$ cat src/rtl/adc_spi_responder.sv
// SPI slave emulating an MCP3002-style two-channel serial ADC.
// All pins are oversampled in the sysclk domain; SCK only produces edge strobes.
module adc_spi_responder #(
  parameter int SYNC_STAGES = 2,
  parameter int DATA_W      = 10
) (
  input  logic              sysclk,
  input  logic              rst_n,
  input  logic              adc_cs,
  input  logic              adc_sck,
  input  logic              sdata_to_adc,
  output logic              sdata_from_adc,
  output logic              sdo_en,
  input  logic [DATA_W-1:0] ch0_data,
  input  logic [DATA_W-1:0] ch1_data,
  output logic [DATA_W-1:0] sampled_value,
  output logic [2:0]        sampled_cfg,
  output logic              frame_done,
  output logic              frame_err
);

  localparam int CW = (DATA_W > 4) ? $clog2(DATA_W) : 2;
  localparam logic [CW-1:0] CNT_MAX = CW'(DATA_W - 1);

  typedef enum logic [2:0] {
    S_IDLE,
    S_WAIT_START,
    S_CFG,
    S_NULL,
    S_DATA_MSB,
    S_DATA_LSB,
    S_DONE
  } state_e;

  logic [SYNC_STAGES-1:0] cs_sync_q, cs_sync_d;
  logic [SYNC_STAGES-1:0] sck_sync_q, sck_sync_d;
  logic [SYNC_STAGES-1:0] sdi_sync_q, sdi_sync_d;
  logic                   cs_prev_q, cs_prev_d;
  logic                   sck_prev_q, sck_prev_d;

  state_e                 state_q, state_d;
  logic [CW-1:0]          cnt_q, cnt_d;
  logic [2:0]             cfg_q, cfg_d;
  logic                   sdo_q, sdo_d;
  logic                   sdo_en_q, sdo_en_d;
  logic [DATA_W-1:0]      value_q, value_d;
  logic [2:0]             scfg_q, scfg_d;
  logic                   done_q, done_d;
  logic                   err_q, err_d;

  logic                   cs_s, sck_s, sdi_s;
  logic                   cs_fall, sck_rise, sck_fall;
  logic [DATA_W-1:0]      result;

  assign cs_s  = cs_sync_q[SYNC_STAGES-1];
  assign sck_s = sck_sync_q[SYNC_STAGES-1];
  assign sdi_s = sdi_sync_q[SYNC_STAGES-1];

  assign cs_fall  = cs_prev_q & ~cs_s;
  // SCK strobes are gated by CS so a CS rise coinciding with an edge wins
  assign sck_rise = ~cs_s & ~sck_prev_q &  sck_s;
  assign sck_fall = ~cs_s &  sck_prev_q & ~sck_s;

  always_comb begin
    cs_sync_d  = {cs_sync_q[SYNC_STAGES-2:0],  adc_cs};
    sck_sync_d = {sck_sync_q[SYNC_STAGES-2:0], adc_sck};
    sdi_sync_d = {sdi_sync_q[SYNC_STAGES-2:0], sdata_to_adc};
    cs_prev_d  = cs_s;
    sck_prev_d = sck_s;
  end

  // Differential modes saturate at zero instead of wrapping
  always_comb begin
    result = '0;
    unique case (cfg_q[2:1])
      2'b10: result = ch0_data;
      2'b11: result = ch1_data;
      2'b00: if (ch0_data >= ch1_data) result = ch0_data - ch1_data;
      2'b01: if (ch1_data >= ch0_data) result = ch1_data - ch0_data;
      default: result = '0;
    endcase
  end

  always_comb begin
    state_d  = state_q;
    cnt_d    = cnt_q;
    cfg_d    = cfg_q;
    sdo_d    = sdo_q;
    sdo_en_d = sdo_en_q;
    value_d  = value_q;
    scfg_d   = scfg_q;
    done_d   = 1'b0;
    err_d    = 1'b0;

    if (state_q != S_IDLE && cs_s) begin
      state_d  = S_IDLE;
      cnt_d    = '0;
      sdo_d    = 1'b0;
      sdo_en_d = 1'b0;
      done_d   = (state_q == S_DONE);
      // a select with no start bit is just an idle select, not an error
      err_d    = (state_q != S_DONE) && (state_q != S_WAIT_START);
    end else begin
      unique case (state_q)
        S_IDLE: begin
          if (cs_fall) begin
            state_d  = S_WAIT_START;
            cnt_d    = '0;
            sdo_d    = 1'b0;
            sdo_en_d = 1'b1;
          end
        end
        S_WAIT_START: begin
          if (sck_rise && sdi_s) begin
            state_d = S_CFG;
            cnt_d   = '0;
          end
        end
        S_CFG: begin
          if (sck_rise) begin
            cfg_d = {cfg_q[1:0], sdi_s};
            if (cnt_q == CW'(2)) begin
              state_d = S_NULL;
              cnt_d   = '0;
            end else begin
              cnt_d = cnt_q + CW'(1);
            end
          end
        end
        S_NULL: begin
          if (sck_fall) begin
            value_d = result;
            scfg_d  = cfg_q;
            sdo_d   = 1'b0;
            cnt_d   = CNT_MAX;
            state_d = S_DATA_MSB;
          end
        end
        S_DATA_MSB: begin
          if (sck_fall) begin
            sdo_d = value_q[cnt_q];
            if (cnt_q == '0) begin
              if (scfg_q[0]) begin
                state_d = S_DONE;
              end else begin
                state_d = S_DATA_LSB;
                cnt_d   = CW'(1);
              end
            end else begin
              cnt_d = cnt_q - CW'(1);
            end
          end
        end
        S_DATA_LSB: begin
          // B0 was already sent at the end of the MSB-first half
          if (sck_fall) begin
            sdo_d = value_q[cnt_q];
            if (cnt_q == CNT_MAX) state_d = S_DONE;
            else                  cnt_d   = cnt_q + CW'(1);
          end
        end
        S_DONE: begin
          if (sck_fall) sdo_d = 1'b0;
        end
        default: begin
          state_d  = S_IDLE;
          sdo_d    = 1'b0;
          sdo_en_d = 1'b0;
        end
      endcase
    end
  end

  always_ff @(posedge sysclk or negedge rst_n) begin
    if (!rst_n) begin
      cs_sync_q  <= '1;
      sck_sync_q <= '0;
      sdi_sync_q <= '0;
      cs_prev_q  <= 1'b1;
      sck_prev_q <= 1'b0;
      state_q    <= S_IDLE;
      cnt_q      <= '0;
      cfg_q      <= '0;
      sdo_q      <= 1'b0;
      sdo_en_q   <= 1'b0;
      value_q    <= '0;
      scfg_q     <= '0;
      done_q     <= 1'b0;
      err_q      <= 1'b0;
    end else begin
      cs_sync_q  <= cs_sync_d;
      sck_sync_q <= sck_sync_d;
      sdi_sync_q <= sdi_sync_d;
      cs_prev_q  <= cs_prev_d;
      sck_prev_q <= sck_prev_d;
      state_q    <= state_d;
      cnt_q      <= cnt_d;
      cfg_q      <= cfg_d;
      sdo_q      <= sdo_d;
      sdo_en_q   <= sdo_en_d;
      value_q    <= value_d;
      scfg_q     <= scfg_d;
      done_q     <= done_d;
      err_q      <= err_d;
    end
  end

  assign sdata_from_adc = sdo_q;
  assign sdo_en         = sdo_en_q;
  assign sampled_value  = value_q;
  assign sampled_cfg    = scfg_q;
  assign frame_done     = done_q;
  assign frame_err      = err_q;

endmodule

$ cat config.mk
export PLATFORM = sky130hd
export DESIGN_NAME = adc_spi_responder
export DESIGN_NICKNAME = d
export VERILOG_FILES = /design/src/rtl/adc_spi_responder.sv
export SDC_FILE = /design/constraint.sdc
export NUM_CORES = 1
export LEC_CHECK = 0
export CAP_MARGIN = 30
export CORE_MARGIN = 2
export CORE_UTILIZATION = 60
export CTS_CLUSTER_SIZE = 20
export DETAILED_ROUTE_END_ITERATION = 10
export PLACE_DENSITY = 0.86
export SKIP_CTS_REPAIR_TIMING = 1
export SLEW_MARGIN = 15
export SYNTH_ARGS = -nofsm -noshare
export SYNTH_HDL_FRONTEND = slang
export SYNTH_SLANG_ARGS = --single-unit
$ cat constraint.sdc
create_clock -name sysclk -period 6.75 [get_ports sysclk]
set_input_delay 0.675 -clock sysclk [delete_from_list [all_inputs] [get_ports sysclk]]
set_output_delay 0.675 -clock sysclk [all_outputs]
set_load 0.005 [all_outputs]
==> impl_metrics.ini, run 1 <==
[sta]
fin_skew_ns = 0.00644
layout_min_cycle_time_ns = 3.19
slew-limit-headroom_pct = 42.2
tightest_slew_ns = 0.864
rsz0062_at_grt = false
setup-violations-final = 0
final.setup.worst_slack_ns = 3.56
fin_crit_sh_pct = 47.2
drv_slew = 0
hold_viol = 0
fin_tns_setup_ns = 0
whs_ns = 0.352
max_clock_freq_ghz = 0.314

[clock_tree]
path_clk_slew_ns = 0.07
worstSkewPairLatency_ns = 0.29
clock_sinks = 35
clockBufferDepth = 2
cts.htree.levels = 2
cts_tree = built
cts_buffers = 5
cts_root_buffer = clkbuf_8

[floorplanning]
rows = 26
die_x_um = 76.2
core_um2 = 5070
die_y_um = 76.2
num_io_pins = 42
dieArea_um2 = 5810
start_util_pct = 61.6

[setup_path]
critPathCaptureType = register
criticalPathCategory = input pin to register
worst_r2r_path_depth = 5
start_kind = input pin
rrSetupSlack_ns = 4.22
reg2reg_from = state_q[0]$_DFFE_PN0P_
cp_data_required_time_ns = 6.93
cp.arrival_ns = 3.37
r2r_end = cnt_q[2]$_DFFE_PN0P_
crit_fanout = 12

[routing]
drc = 0
num_vias = 2910
wl_mm = 7.74
ant_nets = 0
dr.pass1.iters = 5
routedWlPerCell_um = 16.6
vias_per_cell = 6.23
drt-initial-drc-count = 285

[power]
cellLeakagePower_nw = 1.56
ir_drop_v = 0.000237
powerDensity_nw_per_um2 = 287

[global_routing]
grt_pass1_vias = 2761
grt_max_degree = 36
antenna_found_initial = 0
grt_overflow_total = 0
grt_pass1_wl_mm = 13.0
grt.total_usage_pct = 27.4

[yosys]
synth_edf_count = 0
ys.flop_type = dfrtp_1
synth.most_common_cell = a21oi_1
postSynthAreaPerCell_um2 = 8.43
yosysSeqAreaShare_pct = 28.1
yosys_warnings = 0
yosys-top-cells-count = 43 x a21oi_1, 34 x inv_1, 33 x nor2_1
ys_top_cells_by_area = dfrtp_1 26%, ha_1 10%, a21oi_1 6.9%
syn_nets = 423
netlist_area_um2 = 3130
yosys.area.top_type_share_pct = 25.6
synth_cell_types = 65
synthArstFlopShare_pct = 100
synth_seq_cells = 35
synth.largest_area_cell = dfrtp_1
syn_inst = 371

[finish]
num-fill-cells = 442
final_util_pct = 70.3
final_nets = 448
final_design_area_no_fill_um2 = 3570
synthToLayoutAreaGrowth_pct = 14.1
antenna_cells = 0
drive_gt1_share_pct = 9.57

[placement]
dpl-instance-area_um2 = 3450
numPortBuffers = 41
hpwl_mm = 5.65
pre_cts_ws_ns = 3.28
gp_congestion = 0.920

[status]
run_status = completed

[hold_path]
min_path_type = register to register
min_path_cells = 0
hold_start = sdi_sync_q[0]$_DFF_PN0_
min_to = sdi_sync_q[1]$_DFF_PN0_

[run]
cap_violations = 0
## worst max-delay path by stage
| stage | slack (ns) | endpoint | start |
|---|---|---|---|
| 6_report | 3.56 | sampled_value[0]$_DFFE_PN0P_ | ch0_data[5] |
| 4_1_cts | 3.57 | sampled_value[0]$_DFFE_PN0P_ | ch0_data[5] |
| 3_5_place_dp | 3.28 | sampled_value[0]$_DFFE_PN0P_ | ch0_data[5] |
| 2_1_floorplan | 4.07 | sampled_value[7]$_DFFE_PN0P_ | ch1_data[0] |
| 3_3_place_gp | 3.41 | sampled_value[0]$_DFFE_PN0P_ | ch0_data[5] |
| 5_1_grt | 3.39 | sampled_value[0]$_DFFE_PN0P_ | ch0_data[5] |
## cell families after synthesis
kind of cell | after synthesis | share of synthesized area, %
compound gates | 119 | 25.4
simple gates | 107 | 16.5
buf+inv | 57 | 9.60
flops | 35 | 28.1
fa+ha+maj | 27 | 11.3
mux | 14 | 5.76
xor+xnor | 12 | 3.36
## metal layers
metal | global-route usage [%] | vias up | part of all wire [%]
met2 | 44.0 | 132 | 47
met3 | 5.45 | 16 | 6.1
met5 | 0 | - | 0
li1 | - | 1375 | -
met1 | 37.8 | 1387 | 46
met4 | 7.64 | 0 | 1.4
## area by class of cell
class | count | area (µm²) | share of cell area, %
repair buffers | 41 | 405 | 11.4
clock inverters | 2 | 38.8 | 1.09
well taps | 70 | 87.6 | 2.45
inverters | 34 | 128 | 3.58
multi-input cells | 279 | 1950 | 54.6
flip-flops and latches | 35 | 880 | 24.6
clock buffers | 6 | 82.6 | 2.31
## cells in the final DEF, fill, tap and decap left out, drive strengths merged, types with 2 or more instances in the layout
cell,Yosys,layout
o31a,2,2
inv,34,35
nor3,9,9
clkdlybuf4s50,0,40
nand2,27,27
o21ai,24,24
a221oi,6,6
nor2,33,33
mux4,2,2
dfrtp,32,32
a31oi,4,4
a21boi,3,3
nand3b,2,2
a21o,6,6
or3b,2,2
mux2,12,12
nand3,12,12
xnor2,8,8
a22oi,3,3
nor4,2,2
ha,25,25
a2111oi,2,2
dfstp,3,3
nor2b,6,6
or3,2,2
nand4,4,4
nand2b,4,4
xor2,4,4
a21oi,43,43
o21a,3,3
clkbuf,16,6
a211oi,7,7
fa,2,2
## power by group
group | total (mW) | internal [mW] | switching (mW) | leakage [nW]
clock network | 0.202 | 0.121 | 0.0810 | 0.0618
logic | 0.455 | 0.239 | 0.216 | 1.06
registers | 0.368 | 0.264 | 0.104 | 0.441
total | 1.03 | 0.624 | 0.401 | 1.56
## worst max-delay path: stages
cell	delay, ns
clkdlybuf4s50_1	0.50
inv_1	0.05
ha_1	0.50
and3_4	0.30
nand4_1	0.17
a211o_1	0.35
a211oi_4	0.41
a211oi_2	0.08
o41ai_2	0.33
## per-stage QoR
stage               instances  power (mW)
CTS                       467        1.02
finish                    467        1.03
global route              467        1.10
floorplan                 371       0.657
detailed placement        459       0.813
global placement          459       0.800
## flip-flops by register name, summed over array words and instances, names as in the netlist
name	cells
cfg_q	3
cnt_q	4
cs_prev_q	1
cs_sync_q	2
frame_done	1
frame_err	1
sampled_cfg	3
sampled_value	10
sck_prev_q	1
sck_sync_q	2
sdata_from_adc	1
sdi_sync_q	2
sdo_en	1
state_q	3
Note: power is estimated with default switching activity, not from simulation.
==> inputs of run 2 (changes only) <==
- CORE_UTILIZATION: 60 -> 56
- PLACE_DENSITY: 0.86 -> 0.81
- clock period: 6.75 -> 3.2 ns (I/O delays scaled with it)
==> impl_metrics.ini, run 2 (same netlist as run 1, synthesis figures left out) <==
[finish]
layout_common_cells = 43 x a21oi_1, 41 x clkdlybuf4s50_1, 34 x inv_1
final_design_area_no_fill_um2 = 3610
final_nets = 453
antenna_cells = 0
synthToLayoutAreaGrowth_pct = 15.3
mostFrequentLayoutCell = a21oi_1
final_util_pct = 66.3
regArea_um2 = 880
num-fill-cells = 450
multi_input_area_um2 = 1950
largest_register_ffs = 10
drive_gt1_share_pct = 10.4

[setup_path]
cp_slowest_cell = clkdlybuf4s50_1
cp.arrival_ns = 3.03
crit_fanout = 10
cpPeakStageDelay_ns = 0.52
criticalPathCategory = input pin to register
critPathCaptureType = register
cp_data_required_time_ns = 3.36
start_kind = input pin
cp_cell_sequence = clkdlybuf4s50_1 -> ha_1 -> inv_1 -> fa_1 -> a21o_1 -> a221oi_2 -> a211oi_1 -> o211a_1 -> a221oi_1 -> a21oi_1

[sta]
setup-violations-final = 0
fin_skew_ns = 0.00870
rsz0062_at_grt = false
fin_crit_sh_pct = 89.7
max_clock_freq_ghz = 0.348
tightest_slew_ns = 0.726
hold_viol = 0
fin_tns_setup_ns = 0
layout_min_cycle_time_ns = 2.87
drv_slew = 0
slew-limit-headroom_pct = 51.6
final.setup.worst_slack_ns = 0.330

[floorplanning]
core_um2 = 5440
start_util_pct = 57.5
die_x_um = 78.7
num_io_pins = 42
dieArea_um2 = 6200
rows = 27
die_y_um = 78.7

[clock_tree]
clockBufferDepth = 2
cts_buffers = 5
cts_tree = built
clock_sinks = 35
path_clk_slew_ns = 0.07
worstSkewPairLatency_ns = 0.29
cts.htree.levels = 2
cts_root_buffer = clkbuf_8

[routing]
drt-initial-drc-count = 364
num_vias = 3007
wl_mm = 8.04
drc = 0
vias_per_cell = 6.34
dr.pass1.iters = 6
routedWlPerCell_um = 17.0
ant_nets = 0

[placement]
numPortBuffers = 41
gp_congestion = 0.954
pre_cts_ws_ns = 0.100
dpl-instance-area_um2 = 3490
hpwl_mm = 5.73

[global_routing]
grt_pass1_vias = 2801
antenna_found_initial = 0
grt_max_degree = 36
grt.total_usage_pct = 26.3
grt_pass1_wl_mm = 13.0
grt_overflow_total = 0

[hold_path]
min_path_type = register to register

[power]
powerDensity_nw_per_um2 = 603
ir_drop_v = 0.000306
power.total_mw = 2.18
cellLeakagePower_nw = 1.58

[status]
run_status = completed

[run]
cap_violations = 0
## run 2: metrics by stage
stage / hold WS, ns / instances
CTS: 0.352 / 474
global placement: 0.333 / 466
finish: 0.350 / 474
global route: 0.365 / 474
floorplan: 0.0244 / 371
detailed placement: 0.335 / 466
## run 2: where the power goes
part / leakage [nW] / internal, mW / total [mW] / switching [mW]
logic: 1.08 / 0.517 / 1.03 / 0.509
registers: 0.441 / 0.557 / 0.746 / 0.188
clock network: 0.0581 / 0.232 / 0.403 / 0.171
total: 1.58 / 1.31 / 2.18 / 0.869
## run 2: per-layer routing
metal  global-route usage (%)  wire [µm]  share of wire (%)  up-vias
li1                         -          -                  -     1376
met1                     37.0       3540                 44     1422
met2                     40.4       3630                 45      181
met3                     5.00        662                8.2       28
met4                     9.47        216                2.7        0
met5                        0          0                  0        -
## run 2: area by class of cell
class,count,share of cell area (%)
clock buffer,5,1.91
tap,72,2.50
clock inverter,3,1.21
sequential,35,24.4
timing repair buffer,46,12.4
multi-input combinational,279,54.0
inverter,34,3.54
## run 2: final timing paths
path                                          from                            to  slack (ns)  cells past startpoint
max                                    ch0_data[0]  sampled_value[2]$_DFFE_PN0P_        0.33                     10
min in group asynchronous                    rst_n        state_q[1]$_DFFE_PN0P_        0.43                      2
min reg2reg                sck_sync_q[0]$_DFF_PN0_       sck_sync_q[1]$_DFF_PN0_        0.35                      0
max in group asynchronous                    rst_n        cs_sync_q[0]$_DFF_PN1_        2.40                      2
min                        sck_sync_q[0]$_DFF_PN0_       sck_sync_q[1]$_DFF_PN0_        0.35                      0
max reg2reg                 state_q[1]$_DFFE_PN0P_          cnt_q[2]$_DFFE_PN0P_        0.79                      5
## run 2: critical path: cells and delay by family
kind                       cells  cell delay (ns)
AOI/OAI and AO/OA              6             1.57
buffers and inverters          2             0.57
adders and majority gates      2             0.58
==> inputs of run 3 (changes only) <==
- CELL_PAD_IN_SITES_DETAIL_PLACEMENT: default -> 0
- CELL_PAD_IN_SITES_GLOBAL_PLACEMENT: default -> 1
- CORE_UTILIZATION: 56 -> 35
- PLACE_DENSITY: 0.81 -> default
- PLACE_DENSITY_LB_ADDON: default -> 0.1
==> impl_metrics.ini, run 3 (same netlist as run 1, synthesis figures left out) <==
[routing]
num_vias = 2769
wl_mm = 8.05
vias_per_cell = 5.40
routedWlPerCell_um = 15.7
met2_wirelength_mm = 3.53
dr.pass1.iters = 5
ant_nets = 0
drc = 0
maxUsedRoutingLayer = met4
m1WireLength_mm = 4.09
wl_met3_um = 349
drt-initial-drc-count = 136

[floorplanning]
core_um2 = 8680
rows = 34
dieArea_um2 = 9710
start_util_pct = 36.0
num_io_pins = 42
die_y_um = 98.5
die_x_um = 98.5

[finish]
mostFrequentLayoutCell = a21oi_1
drive_gt1_share_pct = 11.4
layout_common_cells = 43 x a21oi_1, 40 x clkdlybuf4s50_1, 34 x inv_1
antenna_cells = 0
final_nets = 456
num-fill-cells = 918
synthToLayoutAreaGrowth_pct = 17.4
final_util_pct = 42.3
largest_register_ffs = 10
final_design_area_no_fill_um2 = 3670

[setup_path]
start_kind = input pin
critPathCaptureType = register
crit_path_start = ch0_data[0]
cp_data_required_time_ns = 3.38
crit_fanout = 7
cp.arrival_ns = 2.89
criticalPathCategory = input pin to register
reg2reg_from = cnt_q[0]$_DFFE_PN0P_
rrSetupSlack_ns = 0.88

[sta]
max_clock_freq_ghz = 0.370
hold_viol = 0
fin_tns_setup_ns = 0
rsz0062_at_grt = false
slew-limit-headroom_pct = 45.8
fin_skew_ns = 0.0111
fin_crit_sh_pct = 84.5
final.setup.worst_slack_ns = 0.495
drv_slew = 0
setup-violations-final = 0
tightest_slew_ns = 0.813
layout_min_cycle_time_ns = 2.70

[clock_tree]
clockBufferDepth = 2
path_clk_slew_ns = 0.08
cts_buffers = 5
cts_tree = built
worstSkewPairLatency_ns = 0.30
clock_sinks = 35
cts_root_buffer = clkbuf_8
cts.htree.levels = 2

[placement]
dpl-instance-area_um2 = 3560
numPortBuffers = 41
gp_congestion = 0.844
pre_cts_ws_ns = 0.164
hpwl_mm = 6.15

[global_routing]
grt_pass1_vias = 2749
grt_max_degree = 36
antenna_found_initial = 0
grt_overflow_total = 0
grt.total_usage_pct = 17.6
grt_pass1_wl_mm = 13.9

[hold_path]
min_path_type = input pin to asynchronous set/reset pin

[run]
cap_violations = 0

[power]
ir_drop_v = 0.000230
powerDensity_nw_per_um2 = 592
power.total_mw = 2.17
cellLeakagePower_nw = 1.59

[status]
run_status = completed
run 3: power by group:
part | leakage [nW] | internal (mW) | switching, mW | total (mW)
sequential | 0.441 | 0.557 | 0.166 | 0.723
combinational | 1.09 | 0.525 | 0.504 | 1.03
clock | 0.0548 | 0.235 | 0.185 | 0.420
run 3: stage by stage:
| stage | cells | hold WS (ns) |
|---|---|---|
| 2_1_floorplan | 371 | 0.0244 |
| 3_3_place_gp | 505 | 0.332 |
| 3_5_place_dp | 505 | 0.337 |
| 4_1_cts | 513 | 0.125 |
| 5_1_grt | 513 | 0.169 |
| 6_report | 513 | 0.101 |
run 3: layout make-up:
cell class	instances	area [µm²]	area share, %
multi-input cells	279	1950	53.1
flip-flops and latches	35	880	24.0
repair buffers	49	465	12.7
well taps	108	135	3.68
inverters	34	128	3.48
clock buffers	5	68.8	1.87
clock inverters	3	46.3	1.26
run 3: critical path: stages:
cell and delay (ns):
clkdlybuf4s50_1 0.45, inv_1 0.07, ha_1 0.17, inv_1 0.06, fa_1 0.40, a21o_2 0.23, a221oi_2 0.34, a211o_1 0.24
a211oi_4 0.11, a222oi_1 0.40, o21ai_1 0.09
run 3: worst paths after layout:
| kind | endpoint | depth (start not counted) |
|---|---|---|
| max in group asynchronous | cnt_q[2]$_DFFE_PN0P_ | 1 |
| min in group sysclk | sck_sync_q[1]$_DFF_PN0_ | 0 |
| setup / recovery | sampled_value[1]$_DFFE_PN0P_ | 11 |
| setup reg to reg | cnt_q[2]$_DFFE_PN0P_ | 8 |
| hold reg to reg | sck_sync_q[1]$_DFF_PN0_ | 0 |
| hold / removal | sampled_value[0]$_DFFE_PN0P_ | 1 |
run 3: routing by layer:
metal	vias up	GRT usage (%)
met5	-	0
met4	0	3.79
met3	7	3.12
met2	54	25.8
met1	1328	27.0
li1	1380	-
